### src/rtl/tick_generator.sv
// Multi-channel programmable tick / square-wave generator with glitch-free divisor updates.
// Define TICK_GEN_SQUARE_EN to build the sq outputs; otherwise sq is tied low.
module tick_generator #(
  parameter int NUM_CH      = 3,
  parameter int CNT_W       = 26,
  parameter int DEFAULT_DIV = 50_000_000
) (
  input  logic              clk_i,
  input  logic              reset_i,
  input  logic [NUM_CH-1:0] en_i,
  input  logic              sync_i,
  input  logic              cfg_valid_i,
  input  logic [3:0]        cfg_ch_i,
  input  logic [CNT_W-1:0]  cfg_div_i,
  output logic              cfg_ready_o,
  output logic              cfg_err_o,
  output logic [NUM_CH-1:0] tick_o,
  output logic [NUM_CH-1:0] sq_o
);

  localparam logic [CNT_W-1:0] DefDiv = CNT_W'(DEFAULT_DIV);

  logic [CNT_W-1:0]  cnt_q      [NUM_CH];
  logic [CNT_W-1:0]  cnt_d      [NUM_CH];
  logic [CNT_W-1:0]  div_q      [NUM_CH];
  logic [CNT_W-1:0]  div_d      [NUM_CH];
  logic [CNT_W-1:0]  pend_div_q [NUM_CH];
  logic [CNT_W-1:0]  pend_div_d [NUM_CH];
  logic [NUM_CH-1:0] pend_q, pend_d;
  logic [NUM_CH-1:0] tick_q, tick_d;
  logic [NUM_CH-1:0] apply;
  logic              cfg_err_q, cfg_err_d;
  logic              ch_valid, pend_sel, accept;

  // Out-of-range channel indices never touch the per-channel arrays.
  always_comb begin
    ch_valid = ({1'b0, cfg_ch_i} < 5'(NUM_CH));
    pend_sel = 1'b0;
    for (int i = 0; i < NUM_CH; i++) begin
      if (cfg_ch_i == 4'(i)) pend_sel = pend_q[i];
    end
    cfg_ready_o = ch_valid && !pend_sel;
    accept      = cfg_valid_i && cfg_ready_o;
    cfg_err_d   = cfg_valid_i && (!ch_valid || (accept && (cfg_div_i < CNT_W'(2))));
  end

  // A pending divisor is applied only at a period boundary: sync, disable or wrap.
  always_comb begin
    cnt_d      = cnt_q;
    div_d      = div_q;
    pend_div_d = pend_div_q;
    pend_d     = pend_q;
    tick_d     = '0;
    apply      = '0;
    for (int i = 0; i < NUM_CH; i++) begin
      if (sync_i || !en_i[i]) begin
        cnt_d[i] = '0;
        apply[i] = pend_q[i];
      end else if (cnt_q[i] == div_q[i] - CNT_W'(1)) begin
        cnt_d[i]  = '0;
        tick_d[i] = 1'b1;
        apply[i]  = pend_q[i];
      end else begin
        cnt_d[i] = cnt_q[i] + CNT_W'(1);
      end
      if (apply[i]) begin
        div_d[i]  = pend_div_q[i];
        pend_d[i] = 1'b0;
      end
      if (accept && (cfg_ch_i == 4'(i)) && (cfg_div_i >= CNT_W'(2))) begin
        pend_d[i]     = 1'b1;
        pend_div_d[i] = cfg_div_i;
      end
    end
  end

  always_ff @(posedge clk_i or posedge reset_i) begin
    if (reset_i) begin
      for (int i = 0; i < NUM_CH; i++) begin
        cnt_q[i]      <= '0;
        div_q[i]      <= DefDiv;
        pend_div_q[i] <= '0;
      end
      pend_q    <= '0;
      tick_q    <= '0;
      cfg_err_q <= 1'b0;
    end else begin
      cnt_q      <= cnt_d;
      div_q      <= div_d;
      pend_div_q <= pend_div_d;
      pend_q     <= pend_d;
      tick_q     <= tick_d;
      cfg_err_q  <= cfg_err_d;
    end
  end

  assign tick_o    = tick_q;
  assign cfg_err_o = cfg_err_q;

`ifdef TICK_GEN_SQUARE_EN
  logic [NUM_CH-1:0] sq_q, sq_d;

  // High for the first floor(div/2) counts of each period, using the post-edge divisor.
  always_comb begin
    sq_d = '0;
    for (int i = 0; i < NUM_CH; i++) begin
      sq_d[i] = en_i[i] && (cnt_d[i] < (div_d[i] >> 1));
    end
  end

  always_ff @(posedge clk_i or posedge reset_i) begin
    if (reset_i) sq_q <= '0;
    else         sq_q <= sq_d;
  end

  assign sq_o = sq_q;
`else
  assign sq_o = '0;
`endif

endmodule

### config.mk
export PLATFORM = sky130hd
export DESIGN_NAME = tick_generator
export DESIGN_NICKNAME = d
export VERILOG_FILES = /design/src/rtl/tick_generator.sv
export SDC_FILE = /design/constraint.sdc
export NUM_CORES = 1
export LEC_CHECK = 0
export CORE_MARGIN = 3
export CORE_UTILIZATION = 30
export CTS_CLUSTER_DIAMETER = 100
export DETAILED_ROUTE_END_ITERATION = 10
export PLACE_DENSITY = 0.49
export SKIP_CTS_REPAIR_TIMING = 1
export SYNTH_ARGS = -nofsm -noshare
export SYNTH_HDL_FRONTEND = slang
export SYNTH_SLANG_ARGS = --single-unit
export TNS_END_PERCENT = 10
### constraint.sdc
create_clock -name clk_i -period 8.7 [get_ports clk_i]
set_input_delay 1.74 -clock clk_i [delete_from_list [all_inputs] [get_ports clk_i]]
set_output_delay 1.74 -clock clk_i [all_outputs]
set_load 0.1 [all_outputs]
### Word-level counts from Yosys, hierarchy flattened

Index checks and enable logic that the tools add are counted.

| cells by class | value |
|---|---|
| $add $sub $neg | 6 |
| order comparisons | 3 |
| equality and inequality tests | 5 |
| muxes and demuxes | 27 |
| reductions and logical operators | 23 |

Operators with widths:

| kind | number |
|---|---|
| 26-bit two-way mux | 6 |
| 26-bit by 1-bit adder with 26-bit output (second input constant) | 3 |
| 26-bit equality test | 3 |
| 26-bit by 1-bit subtractor with 26-bit output (second input constant) | 3 |
| 26-bit by 2-bit >= comparator with 1-bit output (second input constant) | 1 |
| 26-bit by 2-bit less-than comparator with 1-bit output (second input constant) | 1 |
| 1-bit two-way mux | 21 |
| 1-bit logical AND | 10 |
| 2-bit nonzero test | 3 |
| 1-bit zero test | 5 |
| 4-bit by 1-bit equality test with 1-bit output (second input constant) | 1 |
| 4-bit by 2-bit equality test with 1-bit output (second input constant) | 1 |
| 4-bit zero test | 1 |
| 1-bit logical OR | 4 |
| 4-bit by 2-bit less-than comparator with 1-bit output (second input constant) | 1 |

| word-level totals | value |
|---|---|
| bits in registers | 241 |
| input bits | 37 |

### Longest topological paths before layout

Gate-level depths: netlist (run 1).

| logic depth | value |
|---|---|
| word-level depth | 10 |
| gate-level depth with buffers | 12 |
| mapped depth without buffers | 10 |

### Worst setup path before layout (run 1)

OpenSTA, ideal clock, no wires.

| path | value |
|---|---|
| path kind | input to register |
| start point | input cfg_ch_i[1] |
| end point | register pend_div_q[61] in the netlist's numbering |
| library setup time | 0.125 ns |
| arrival time | 6.268 ns |
| data required time | 8.575 ns |
| path slack | 2.307 ns |
| stages | 9 |
| cell sequence | clkbuf_1 nor2_1 a211oi_1 a21oi_1 nor3_1 nand4b_1 nor3_1 clkbuf_1 mux2_2 |

| on the way | value |
|---|---|
| word-level cells in the longest chain between the ends | 9 |

Ends and longest elaborated chain:

| item | line | RTL |
|---|---|---|
| from (decl) | 13 | `input logic [3:0] cfg_ch_i,` |
| 4-bit zero test | 40 | `if (cfg_ch_i == 4'(i)) pend_sel = pend_q[i];` |
| 1-bit two-way mux (3 in a row) | 40 |  |
| 1-bit zero test | 42 | `cfg_ready_o = ch_valid && !pend_sel;` |
| 1-bit logical AND * | 42 |  |
| named net cfg_ready_o | 15 | `output logic cfg_ready_o,` |
| 1-bit logical AND * | 43 | `accept = cfg_valid_i && cfg_ready_o;` |
| 1-bit logical AND * (2 in a row) | 70 | `if (accept && (cfg_ch_i == 4'(i)) && (cfg_div_i >= CNT_W'(2))) begin` |
| to (signal assigned) | 90 | `pend_div_q <= pend_div_d;` |
| to (decl) | 27 | `logic [CNT_W-1:0] pend_div_q [NUM_CH];` |

Mark *: on every way through the listed nets, which the timed path passes. The rest lies on a longest branch.
A chain may end at the register's enable or synchronous reset.

### Final worst setup path (run 1)

| path | value |
|---|---|
| start point | input cfg_ch_i[1] |
| end point | output cfg_ready_o |

| on the way | value |
|---|---|
| word-level cells in the longest chain between the ends | 6 |

Ends and longest elaborated chain:

| item | line |
|---|---|
| 4-bit zero test | 40 |
| 1-bit two-way mux (3 in a row) | 40 |
| 1-bit zero test | 42 |
| 1-bit logical AND * | 42 |
| to (decl) | 15 |

Every way passes the cells marked *; elsewhere a longest branch is shown, timed or not.

==> reports/metrics.yaml, run 1 <==
sta:
  rsz0062_at_grt: "false"
  tns_ns: 0
  period_needed_ns: 5.94
  clock_skew_ns: 0.0244
  maxSlewHeadroom: 0.346
  setup_viol_count_final: 0
  slew_violations: 0
  fmax_mhz: 168
  period_share: 0.683
  hold_viol: 0
  tightest_slew_ns: 0.979
cts:
  clkSinkCount: 241
  h-tree-depth: 1
  clk_pin_slew_ns: 0.06
  clkLatencyLatePin_ns: 0.57
  cts_buffers: 28
  clockBufferDepth: 3
  cts_tree: "built"
  clockRootBuffer: "clkbuf_16"
layout:
  areaGrowthSynthToFinish_pct: 15.4
  drive_gt1_frac: 0.221
  nNetsFinal: 1278
  fin_util: 0.355
  diodes: 0
critical_path:
  crit_arrival_ns: 4.20
  crit_chain: "clkdlybuf4s50_1, nor2_1, a211oi_1, a21oi_1, nor3_1, clkdlybuf4s50_1"
  r2r_cells: 10
  slowest_delay_ns: 1.20
  crit_type: "in -> out"
  crit_start: "cfg_ch_i[1]"
  rr_startpoint: "div_q[0]"
  cp-end-kind: "output port"
  start_kind: "primary input"
  path_max_fanout: 7
  slowest_stage: "clkdlybuf4s50_1"
  critPathMostFrequentCell: "clkdlybuf4s50_1"
  required_ns: 6.96
die:
  die_w_um: 215
  die_area_sq_um: 46000
  rows: 75
  die_y_um: 215
  core_area_sq_um: 42400
  initial_core_util: 0.307
  ios: 45
route:
  vias: 9168
  dr.pass1.iters: 5
  routed_wl_mm: 32.1
  drc: 0
  ant_nets: 0
  wl_per_cell_um: 17.5
  vias_per_cell: 5.00
  initialDrtViolationCount: 524
synthesis:
  async_flop_share: 1.00
  yosysWarnings: 0
  ys_ff_latch: 241
  synth_top_area_share: 0.393
  ys_seq_area_frac: 0.466
  synth-edff-count: 0
  syn_area_sq_um: 13000
  yosysTopAreaCell: "dfrtp_1"
  syn_area_per_cell_sq_um: 10.8
  yosys.cell_types.count: 79
  synthTopCellsByArea: "dfrtp_1 39%, mux2_2 12%, dfstp_2 7.3%"
  synth_commonest_cells: "205 x dfrtp_1, 137 x mux2_2, 112 x nor2_1, 93 x xnor2_1, 71 x xor2_1"
  synth_ff_type: "dfrtp_1"
  synth.most_common_cell: "dfrtp_1"
  syn_inst: 1206
power:
  power_leakage_uw: 0.00664
  vdd_drop_max_uv: 127
  powerDensity_nw_per_um2: 184
flow_run:
  maxCapViolCount: 0
placed_design:
  hpwl_mm: 23.1
  port_buffers: 41
  gp_congestion: 0.839
global_route:
  antenna_found_initial: 0
  first_global_vias: 9106
  grt_start_max_net_pins: 164
  grt_use_total: 0.139
  grt-ovfl-total: 0
  grt_pass1_wl_mm: 52.1
hold_path:
  min_path_cells: 1
  worstHoldStart: "pend_div_q[52]"
  hp-class: "reg -> reg"
outcome:
  run_status: "completed"
==> per-layer routing <==
metal | part of all wire | GRT usage | wire [um] | vias to the layer above
met2 | 0.46 | 0.221 | 14600 | 147
met5 | 0 | 0 | 0 | -
met1 | 0.49 | 0.199 | 15800 | 4584
li1 | - | - | - | 4398
met3 | 0.032 | 0.0208 | 1030 | 39
met4 | 0.019 | 0.0317 | 618 | 0
==> final timing paths <==
check / end / slack [ns]
min: div_q[52] / 0.49
max: cfg_ready_o / 2.76
min in group asynchronous: cnt_q[22] / 1.68
max in group asynchronous: cnt_q[56] / 5.75
max reg2reg: div_q[0] / 4.59
min reg2reg: div_q[52] / 0.49
==> cell families after synthesis <==
logic type / count (synthesis) / synth area share
muxes: 160 / 0.144
xor gates and xnor gates: 164 / 0.110
buffers and inverters: 78 / 0.0262
AOI/OAI and AO/OA: 105 / 0.0607
other: 1 / 0.000288
adders and majority gates: 6 / 0.00576
and+or+nand+nor: 451 / 0.187
DFF: 241 / 0.466
==> placed cells by master (no fill, tap or decap), types with 20 or more instances in the layout <==
cell type and n:
inv_1 20, nor3_1 35, xnor2_1 93, mux2_2 137
nor2_1 112, nand3_1 47, clkbuf_16 28, xor2_1 71
nand2_1 49, nand4_1 39, clkdlybuf4s50_1 41, and2_1 31
dfrtp_1 205, mux2_4 20, dfstp_2 36, nor4_1 33
==> registers in the layout (all words and copies together) (netlist names) <==
signal,count
pend_div_q,78
pend_q,3
cnt_q,78
div_q,78
cfg_err_o,1
tick_o,3
==> worst max-delay path, delay by kind of cell <==
family,cells,cell delay (ns)
AO/OA/AOI/OAI,2,0.28
buffers and inverters,2,1.80
AND/OR/NAND/NOR,2,0.37
==> through the flow <==
stage	area, sq um	setup WS, ns	instances	power [uW]	hold WS (ns)
floorplan	13100	0.403	1208	1450	0.460
global placement	14100	2.81	1782	1550	0.470
detailed placement	14100	2.78	1782	1560	0.478
CTS	15000	2.77	1833	2820	0.501
global route	15000	2.64	1833	2900	0.515
finish	15000	2.76	1833	2770	0.493
==> area by class of cell <==
class	instances	area, sq um
clock buffers	35	777
clock inverters	16	203
fillers	4323	27400
inverters	21	86.3
multi-input cells	889	6660
flip-flops and latches	241	6080
well taps	577	722
repair buffers	54	520
==> power by group <==
| part | total, uW | switching [uW] | internal [uW] |
|---|---|---|---|
| clock | 1240 | 486 | 751 |
| sequential | 1210 | 36.3 | 1170 |
| combinational | 328 | 186 | 141 |
Power figures use the tool's default switching activity.
==> run 2: changes to the inputs <==
Settings changed: PLACE_DENSITY 0.49 to 0.48.
Clock period 8.7 ns to 5.7 ns, I/O delays scaled along.
==> run 2 against run 1 <==
Effect of this change: via count about the same; worst hold slack better by 0.0060 ns; setup slack worse by 1.0 ns; clock skew up 0.011 ns; core utilization fell by 0.20 points; critical path depth rose by 4; flip-flop and latch count unchanged; power grew 47%; largest cell class unchanged.
==> reports/metrics.yaml, run 2 (synthesis gave the netlist of run 1 again) <==
cts:
  cts_tree: "built"  # unchanged
  cts_buffers: 28  # unchanged
  clockBufferDepth: 3  # unchanged
  clk_pin_slew_ns: 0.06  # about the same
  clockRootBuffer: "clkbuf_16"  # unchanged
  h-tree-depth: 1  # unchanged
  clkSinkCount: 241  # unchanged
  clkLatencyLatePin_ns: 0.58  # was 0.57 ns
route:
  dr.pass1.iters: 4  # was 5
  vias: 9176  # was 9168
  routed_wl_mm: 32.8  # was 32.1 mm
  wl_per_cell_um: 17.9  # was 17.5 um
  drc: 0  # unchanged
  ant_nets: 0  # unchanged
  initialDrtViolationCount: 477  # was 524
  vias_per_cell: 5.00  # about the same
critical_path:
  start_kind: "register"  # was primary input
  slowest_stage: "nor4b_2"  # was clkdlybuf4s50_1
  required_ns: 6.13  # was 6.96 ns
  slowest_delay_ns: 0.56  # was 1.20 ns
  crit_chain: "inv_1, ha_1, nor4b_2, nand3_1, or4_1, a2111oi_0, nand4_1, o31ai_4, nand2_4, mux2_4"  # was clkdlybuf4s50_1, nor2_1, a211oi_1, a21oi_1, nor3_1, clkdlybuf4s50_1
  crit_start: "div_q[0]"  # was cfg_ch_i[1]
  rr_startpoint: "div_q[0]"  # unchanged
  crit_type: "reg -> reg"  # was in -> out
  crit_arrival_ns: 4.39  # was 4.20 ns
  path_max_fanout: 26  # was 7
  cp-end-kind: "register"  # was output port
power:
  vdd_drop_max_uv: 175  # was 127 uV
  power_leakage_uw: 0.00660  # was 0.00664 uW
  fin_total_pwr_uw: 4070  # was 2770 uW
  powerDensity_nw_per_um2: 272  # was 184 nW/um^2
die:
  rows: 75  # unchanged
  initial_core_util: 0.307  # unchanged
  die_w_um: 215  # unchanged
  die_y_um: 215  # unchanged
  ios: 45  # unchanged
  die_area_sq_um: 46000  # unchanged
  core_area_sq_um: 42400  # unchanged
sta:
  clock_skew_ns: 0.0349  # was 0.0244 ns
  maxSlewHeadroom: 0.344  # was 0.346
  tightest_slew_ns: 0.981  # was 0.979 ns
  period_share: 0.694
  rsz0062_at_grt: "false"  # unchanged
  setup_viol_count_final: 0  # unchanged
  hold_viol: 0  # unchanged
  slew_violations: 0  # unchanged
  tns_ns: 0  # unchanged
  fmax_mhz: 253
  holdWs_ns: 0.499  # was 0.493 ns
  period_needed_ns: 3.95
hold_path:
  hp-class: "reg -> reg"  # unchanged
  worstHoldStart: "pend_div_q[17]"  # was pend_div_q[52]
layout:
  diodes: 0  # unchanged
  areaGrowthSynthToFinish_pct: 14.7  # was 15.4%
  n_fill_cell: 4342  # was 4323
  nNetsFinal: 1280  # was 1278
  fin_util: 0.353  # was 0.355
  drive_gt1_frac: 0.214  # was 0.221
  layout_commonest_cell: "dfrtp_1"  # unchanged
  final_cell_mix: "205 x dfrtp_1, 137 x mux2_2, 112 x nor2_1"  # unchanged
  reg_top3: "cnt_q x78, div_q x78, pend_div_q x78"  # unchanged
placed_design:
  port_buffers: 41  # unchanged
  gp_congestion: 0.877  # was 0.839
  hpwl_mm: 23.5  # was 23.1 mm
global_route:
  grt_pass1_wl_mm: 52.7  # was 52.1 mm
  grt_start_max_net_pins: 132  # was 164
  grt-ovfl-total: 0  # unchanged
  first_global_vias: 9064  # was 9106
  grt_use_total: 0.141  # was 0.139
  globalRouteMet3Util: 0.0204  # was 0.0208
  antenna_found_initial: 1  # was 0
  grt_util_met1: 0.205  # was 0.199
  grt.busiest_layer: "met2"  # unchanged
  met2_usage: 0.220  # was 0.221
flow_run:
  maxCapViolCount: 0  # unchanged
outcome:
  run_status: "completed"  # unchanged
-- run 2: through the flow --
step / worst slack, ns / instance area, sq um / instances
after floorplan: -0.0929 / 13100 / 1208
after global placement: 1.84 / 14100 / 1784
after detailed placement: 1.77 / 14100 / 1784
after CTS: 1.76 / 15000 / 1836
after global routing: 1.36 / 15000 / 1836
final: 1.75 / 15000 / 1836
-- run 2: worst paths after layout --
kind                             endpoint  slack [ns]  depth (start not counted)
worst max-delay path             div_q[6]        1.75                         10
worst min-delay path            div_q[17]        0.50                          1
worst max register to register   div_q[6]        1.75                         10
worst min register to register  div_q[17]        0.50                          1
max in group asynchronous       cnt_q[56]        3.45                          3
min in group asynchronous       cnt_q[17]        1.11                          2
-- run 2: report_power, final --
group / internal [uW] / total, uW / switching, uW
sequential: 1790 / 1840 / 56.3
clock: 1010 / 1730 / 721
combinational: 216 / 498 / 282
total: 3010 / 4070 / 1060
-- run 2: per-layer routing --
metal | wire length (um) | part of all wire
met1 | 16100 | 0.49
met2 | 14700 | 0.45
met3 | 1190 | 0.036
met4 | 808 | 0.025
met5 | 0 | 0
-- run 2: worst max-delay path, delay by kind of cell, from the launching register on --
kind,cells,cell delay (ns)
adders and majority gates,1,0.28
muxes,1,0.40
DFF,1,0.44
and+or+nand+nor,5,1.94
AOI/OAI and AO/OA,2,0.68
buffers and inverters,1,0.09
-- run 2: final cells by class --
type / instances / area [sq um] / share of cell area
tap: 577 / 722 / 0.0482
clock buffer: 49 / 850 / 0.0568
clock inverter: 3 / 43.8 / 0.00293
multi-input combinational: 889 / 6660 / 0.445
sequential: 241 / 6080 / 0.406
timing repair buffer: 56 / 533 / 0.0356
inverter: 21 / 82.6 / 0.00552
==> edit 1: new RTL, settings of run 1 <==
The output `cfg_err_o` loses its register stage (`cfg_err_q` becomes a continuous assignment).
--- a/src/rtl/tick_generator.sv
+++ b/src/rtl/tick_generator.sv
@@ -84,5 +84,4 @@
       pend_q    <= '0;
       tick_q    <= '0;
-      cfg_err_q <= 1'b0;
     end else begin
       cnt_q      <= cnt_d;
@@ -91,7 +90,8 @@
       pend_q     <= pend_d;
       tick_q     <= tick_d;
-      cfg_err_q  <= cfg_err_d;
     end
   end
+
+  assign cfg_err_q = cfg_err_d;
 
   assign tick_o    = tick_q;
Formal check against the unedited RTL: not equivalent (Yosys sat finds a counterexample within 4 cycles, from zero or initial values and one cycle with reset_i high).
==> edit 1 against run 1 <==
- worst setup slack worse by 0.72 ns
- wire length is 4.8% higher
- area after synthesis decreased by 0.19%
- sequential cell count down 1
- power decreased by 0.46%
- critical path type unchanged
- cell count unchanged
- final area shrank 0.17%
==> edit 1: results (changes against run 1) <==
- The flow ran to the end, and the final reports show no timing, DRC or antenna violations.
* Fraction of final layout cells sized beyond drive strength 1: 0.2205 (-0.0007962)
- Starting DRC count in detailed routing: 585 (+12%)
- The number of inserted filler cells in the final layout came to 4303 (-0.46%).
* Number of global-route vias before repair: 9067 (-0.43%)
- Critical path data arrival time: 4.93 ns (+0.73 ns)
- The maximum number of pins on one net before global-route repair is 173 (+5.5%).
- The wire length of the first global-routing pass is 54010 um (+3.6%).
- Maximum vdd ir drop: 0.1308 mV (+3.3%)
* Leading post-synthesis cells by instance count: sky130_fd_sc_hd__dfrtp_1, sky130_fd_sc_hd__mux2_2, sky130_fd_sc_hd__nor2_1
- DP Wirelength: 24280 um (+5.2%)
- The number of antenna violations at the first check in global routing was 1 (+1).
- The tree is rooted in a sky130_fd_sc_hd__clkbuf_16.
* Crit path max fanout: 4 (-3)
- Final Wtd Congestion: 0.8212 (-2.1%)
* Synth async-reset ratio: 1.000 (unchanged)
- Total CTS buffers: 28 (unchanged)
- The slack of the worst reg-to-reg path came to 4.49 ns (-0.10 ns).
- The total global routing track utilization is 0.1456 (+0.006940).
- The sum of routed wire length over all layers was 33590 um (+4.8%).
- Post-Route Skew: 0.03159 ns (+0.007239 ns)
- Leakage: 6.640 nW (about the same)
- The number of nets in the final layout came to 1277 (-0.078%).
* Detailed-route via count: 9169 (+0.011%)
- After synthesis, the cell types taking the most area are sky130_fd_sc_hd__dfrtp_1, sky130_fd_sc_hd__mux2_2, sky130_fd_sc_hd__dfstp_2, sky130_fd_sc_hd__xnor2_1, sky130_fd_sc_hd__xor2_1.
- Worst hold-check path type: reg2reg
[edit 1: critical path, stage by stage]
cell and delay (ns):
sky130_fd_sc_hd__clkdlybuf4s50_1 0.47, sky130_fd_sc_hd__nor4_1 0.85, sky130_fd_sc_hd__nand3_1 0.15, sky130_fd_sc_hd__nor2_1 0.29, sky130_fd_sc_hd__nand2_1 0.09, sky130_fd_sc_hd__a31oi_1 0.17, sky130_fd_sc_hd__clkdlybuf4s50_1 1.16
[edit 1: final timing paths]
kind | from | cells past startpoint | endpoint
max in group asynchronous | reset_i | 3 | cnt_q[55]
setup reg to reg | div_q[0] | 10 | div_q[1]
setup / recovery | cfg_div_i[11] | 7 | cfg_err_o
hold reg to reg | pend_div_q[2] | 1 | div_q[2]
hold / removal | pend_div_q[2] | 1 | div_q[2]
min in group asynchronous | reset_i | 2 | cnt_q[35]
[edit 1: logic make-up after synthesis]
kind of cell,Yosys count,synth area share
AND/OR/NAND/NOR,451,0.1876
flip-flops,240,0.4648
XOR/XNOR,164,0.1103
multiplexers,160,0.1441
AO/OA/AOI/OAI,105,0.06084
buffers and inverters,78,0.02624
adder cells (fa/ha/maj),6,0.005767
other,1,0.0002881
[edit 1: power by group]
group | leakage, nW | internal, W | switching (W)
registers | 3.18 | 0.00117 | 0.0000454
logic | 2.97 | 0.000141 | 0.000184
clock network | 0.488 | 0.000737 | 0.000486
total | 6.64 | 0.00205 | 0.000715
[edit 1: final cells by class]
class,count,share of cell area
Multi-Input combinational cell,889,0.4432
Sequential cell,240,0.4028
Clock buffer,41,0.05655
Tap cell,577,0.04806
Timing Repair Buffer,54,0.03465
Clock inverter,11,0.009078
Inverter,21,0.005747
[edit 1: through the flow]
stage	utilization	cell area, um2	hold WS (ns)	worst slack, ns	cells
2_1_floorplan	-	13030	0.4602	0.4315	1207
3_3_place_gp	0.3309	14040	0.4830	2.040	1781
3_5_place_dp	0.3309	14040	0.4919	2.056	1781
4_1_cts	0.3542	15020	0.4998	2.038	1833
5_1_grt	0.3542	15020	0.5128	1.988	1833
6_report	0.3542	15020	0.5000	2.031	1833
[edit 1: per-layer routing]
layer,vias up,track usage,wire [um]
met3,41,0.02381,1387
met2,170,0.2172,14560
met4,2,0.03238,722
met1,4578,0.2205,16900
met5,-,0,13
li1,4378,-,-
==> edit 2: new RTL, flow settings as in run 1 <==
Made on the original files. The option `TICK_GEN_SQUARE_EN` is turned on by a define.
--- a/src/rtl/tick_generator.sv
+++ b/src/rtl/tick_generator.sv
@@ -1,4 +1,6 @@
 // Multi-channel programmable tick / square-wave generator with glitch-free divisor updates.
 // Define TICK_GEN_SQUARE_EN to build the sq outputs; otherwise sq is tied low.
+`define TICK_GEN_SQUARE_EN
+
 module tick_generator #(
   parameter int NUM_CH      = 3,
Function: changed (a bounded check fails within 4 cycles, from zero or initial values and one cycle with reset_i high).
==> edit 2 against run 1 <==
- power rose by 5.1%
- non-clock buffer count decreased by 2
- final area is 15% higher
- sequential share of layout area down 4.8 points
- area after synthesis grew 17%
- sequential cell count increased by 3
- cell count is 20% higher
- wire length rose by 31%
- worst setup slack got worse by 0.92 ns
- largest cell class unchanged
==> edit 2: results (changes against run 1) <==
- Status: finished, final reports clean
- Largest net degree at the start of global routing: 120 (-27%)
- On the critical path, the stage with the largest delay is an instance of sky130_fd_sc_hd__nor3b_1.
- Largest stage delay on the critical path: 0.71 ns (-0.49 ns)
- The async set-or-reset flop fraction in the synthesized netlist came to 1.000 (unchanged).
- The commonest cells after synthesis are sky130_fd_sc_hd__dfrtp_1, sky130_fd_sc_hd__nor2_1, sky130_fd_sc_hd__mux2_2.
* Maximum clock insertion buffer count: 3 (unchanged)
* Insertion delay to the later sink of the worst-skew pair: roughly 0.56 ns
- The clock-pin slew of the registers on the worst-case setup and hold paths came to 0.06 ns (about the same).
* Critical path data arrival time: 7.33 ns (+3.13 ns)
- Number of global-route vias before repair: 11.37k (+25%)
* Total CTS buffers: 29 (+3.6%)
- The number of inserted filler cells in the final layout was 4950 (+15%).
- HP Start: pend_div_q[13]
* Worst slew slack as a fraction of its limit: 0.3368 (-0.008708)
- The switching fraction of total power came to 0.2735 (+0.01784).
- Global router's overall resource usage: 0.1557 (+0.01708)
- In this run the worst hold path is classified as reg2reg.
* DP Wirelength: 31590 um (+37%)
- The detailed-routing iteration count for the pre-antenna-repair pass is 5 (unchanged).
* Primary flip-flop cell chosen by synthesis mapping: sky130_fd_sc_hd__dfrtp_1
- The number of antenna violations at the first check in global routing is 2 (+2).
- The wire length of the first global-routing pass is 66200 um (+27%).
- The sum of routed wire length over all layers is 41930 um (+31%).
- Via/cell ratio: 5.145 (+2.9%)
- H-tree level count: 1 (unchanged)
* Number of warning messages in the yosys log: 0 (unchanged)
- Crit path max fanout: 32 (+25)
- By area the synthesized netlist is led by sky130_fd_sc_hd__dfrtp_1, sky130_fd_sc_hd__mux2_2, sky130_fd_sc_hd__ha_1, sky130_fd_sc_hd__dfstp_2, sky130_fd_sc_hd__xor2_1.
* Number of buffers inserted by port buffering: 44 (+7.3%)
* Clock Tree Root: sky130_fd_sc_hd__clkbuf_16
* Hold path cells: 1 (unchanged)
- The sequential fraction of the synthesis area came to 0.4035 (-0.06237).
- Count of max-cap constraint violations: 0 (unchanged)
- The worst setup path is launched from a register.
* Fraction of final layout cells sized beyond drive strength 1: 0.1655 (-0.05587)
- Starting DRC count in detailed routing: 758 (+45%)
* Largest registers in the final layout: cnt_q x78, div_q x78, pend_div_q x78
* Post-Route Skew: 0.01074 ns (-0.01362 ns)
- The depth of the worst register-to-register path is 19 (+9).
- The number of distinct library cells after synthesis was 72 (-8.9%).
- Reg-to-Reg Start: div_q[53]
- The final estimated routing congestion in global placement is 0.8552 (+1.9%).
- The number of nets in the final layout came to 1628 (+27%).
* Maximum vdd ir drop: 0.1325 mV (+4.7%)
* Leakage: 8.152 nW (+23%)
[edit 2: changes by cell type after synthesis, sizes merged, moves of 15 or more]
cell   before  now
nor2      112  145
inv        21   50
mux2i       1   77
xnor2      93   75
xor2       71   86
ha          6   78
a21oi      14   34
and2       32    7
mux2      159  132
[edit 2: layout make-up]
| cell class | instances | area share |
|---|---|---|
| inverter | 50 | 0.01129 |
| sequential | 244 | 0.3559 |
| tap | 664 | 0.04807 |
| timing repair buffer | 52 | 0.02896 |
| multi-input combinational | 1136 | 0.4989 |
| clock buffer | 37 | 0.04604 |
| clock inverter | 16 | 0.01071 |
| antenna | 1 | 0.0001448 |
[edit 2: worst paths after layout]
path,end,slack (ns)
setup / recovery,sq_o[0],1.84
hold / removal,pend_div_q[13],0.51
setup reg to reg,sq_o[0],1.84
hold reg to reg,pend_div_q[13],0.51
max in group asynchronous,cnt_q[3],5.55
min in group asynchronous,cnt_q[64],1.73
[edit 2: stage by stage]
step / std cells / area [um2] / setup WS [ns] / hold slack, ns / power [W]
after floorplan: 1498 / 15240 / 0.3181 / 0.4541 / 0.001539
after CTS: 2199 / 17280 / 1.860 / 0.5096 / 0.002961
after detailed placement: 2146 / 16300 / 1.855 / 0.4740 / 0.001677
after global placement: 2146 / 16300 / 1.873 / 0.4902 / 0.001672
after global routing: 2199 / 17280 / 1.320 / 0.5249 / 0.003055
final: 2200 / 17280 / 1.839 / 0.5067 / 0.002914
[edit 2: logic make-up (layout without fill, tap and decap cells)]
kind of cell             Yosys count  in the layout  share of synthesized area
AO/OA/AOI/OAI                    165            165                    0.07206
XOR/XNOR                         161            161                    0.09250
adder cells (fa/ha/maj)           78             78                    0.06402
buffers and inverters            118            155                    0.03275
flip-flops                       244            244                     0.4035
multiplexers                     209            209                     0.1510
other                              0              1                          0
AND/OR/NAND/NOR                  523            523                     0.1842
[edit 2: critical path, delay by kind of cell (launching register included)]
family | cells | cell delay [ns]
AO/OA/AOI/OAI | 6 | 1.27
adder cells (fa/ha/maj) | 2 | 0.58
multiplexers | 1 | 0.23
flip-flops | 1 | 0.49
AND/OR/NAND/NOR | 8 | 3.63
buffers and inverters | 2 | 0.55
[edit 2: power by group through the flow]
stage	clock, W	combinational, W	sequential (W)
2_1_floorplan	0	0.000276	0.00126
3_3_place_gp	0	0.000406	0.00127
3_5_place_dp	0	0.000410	0.00127
4_1_cts	0.00130	0.000412	0.00125
5_1_grt	0.00135	0.000451	0.00125
6_report	0.00126	0.000410	0.00125
[edit 2: per-layer routing]
layer	track usage	wire, um
met1	0.2237	20390
met2	0.2493	18970
met3	0.01930	1784
met4	0.03777	790
met5	0	0
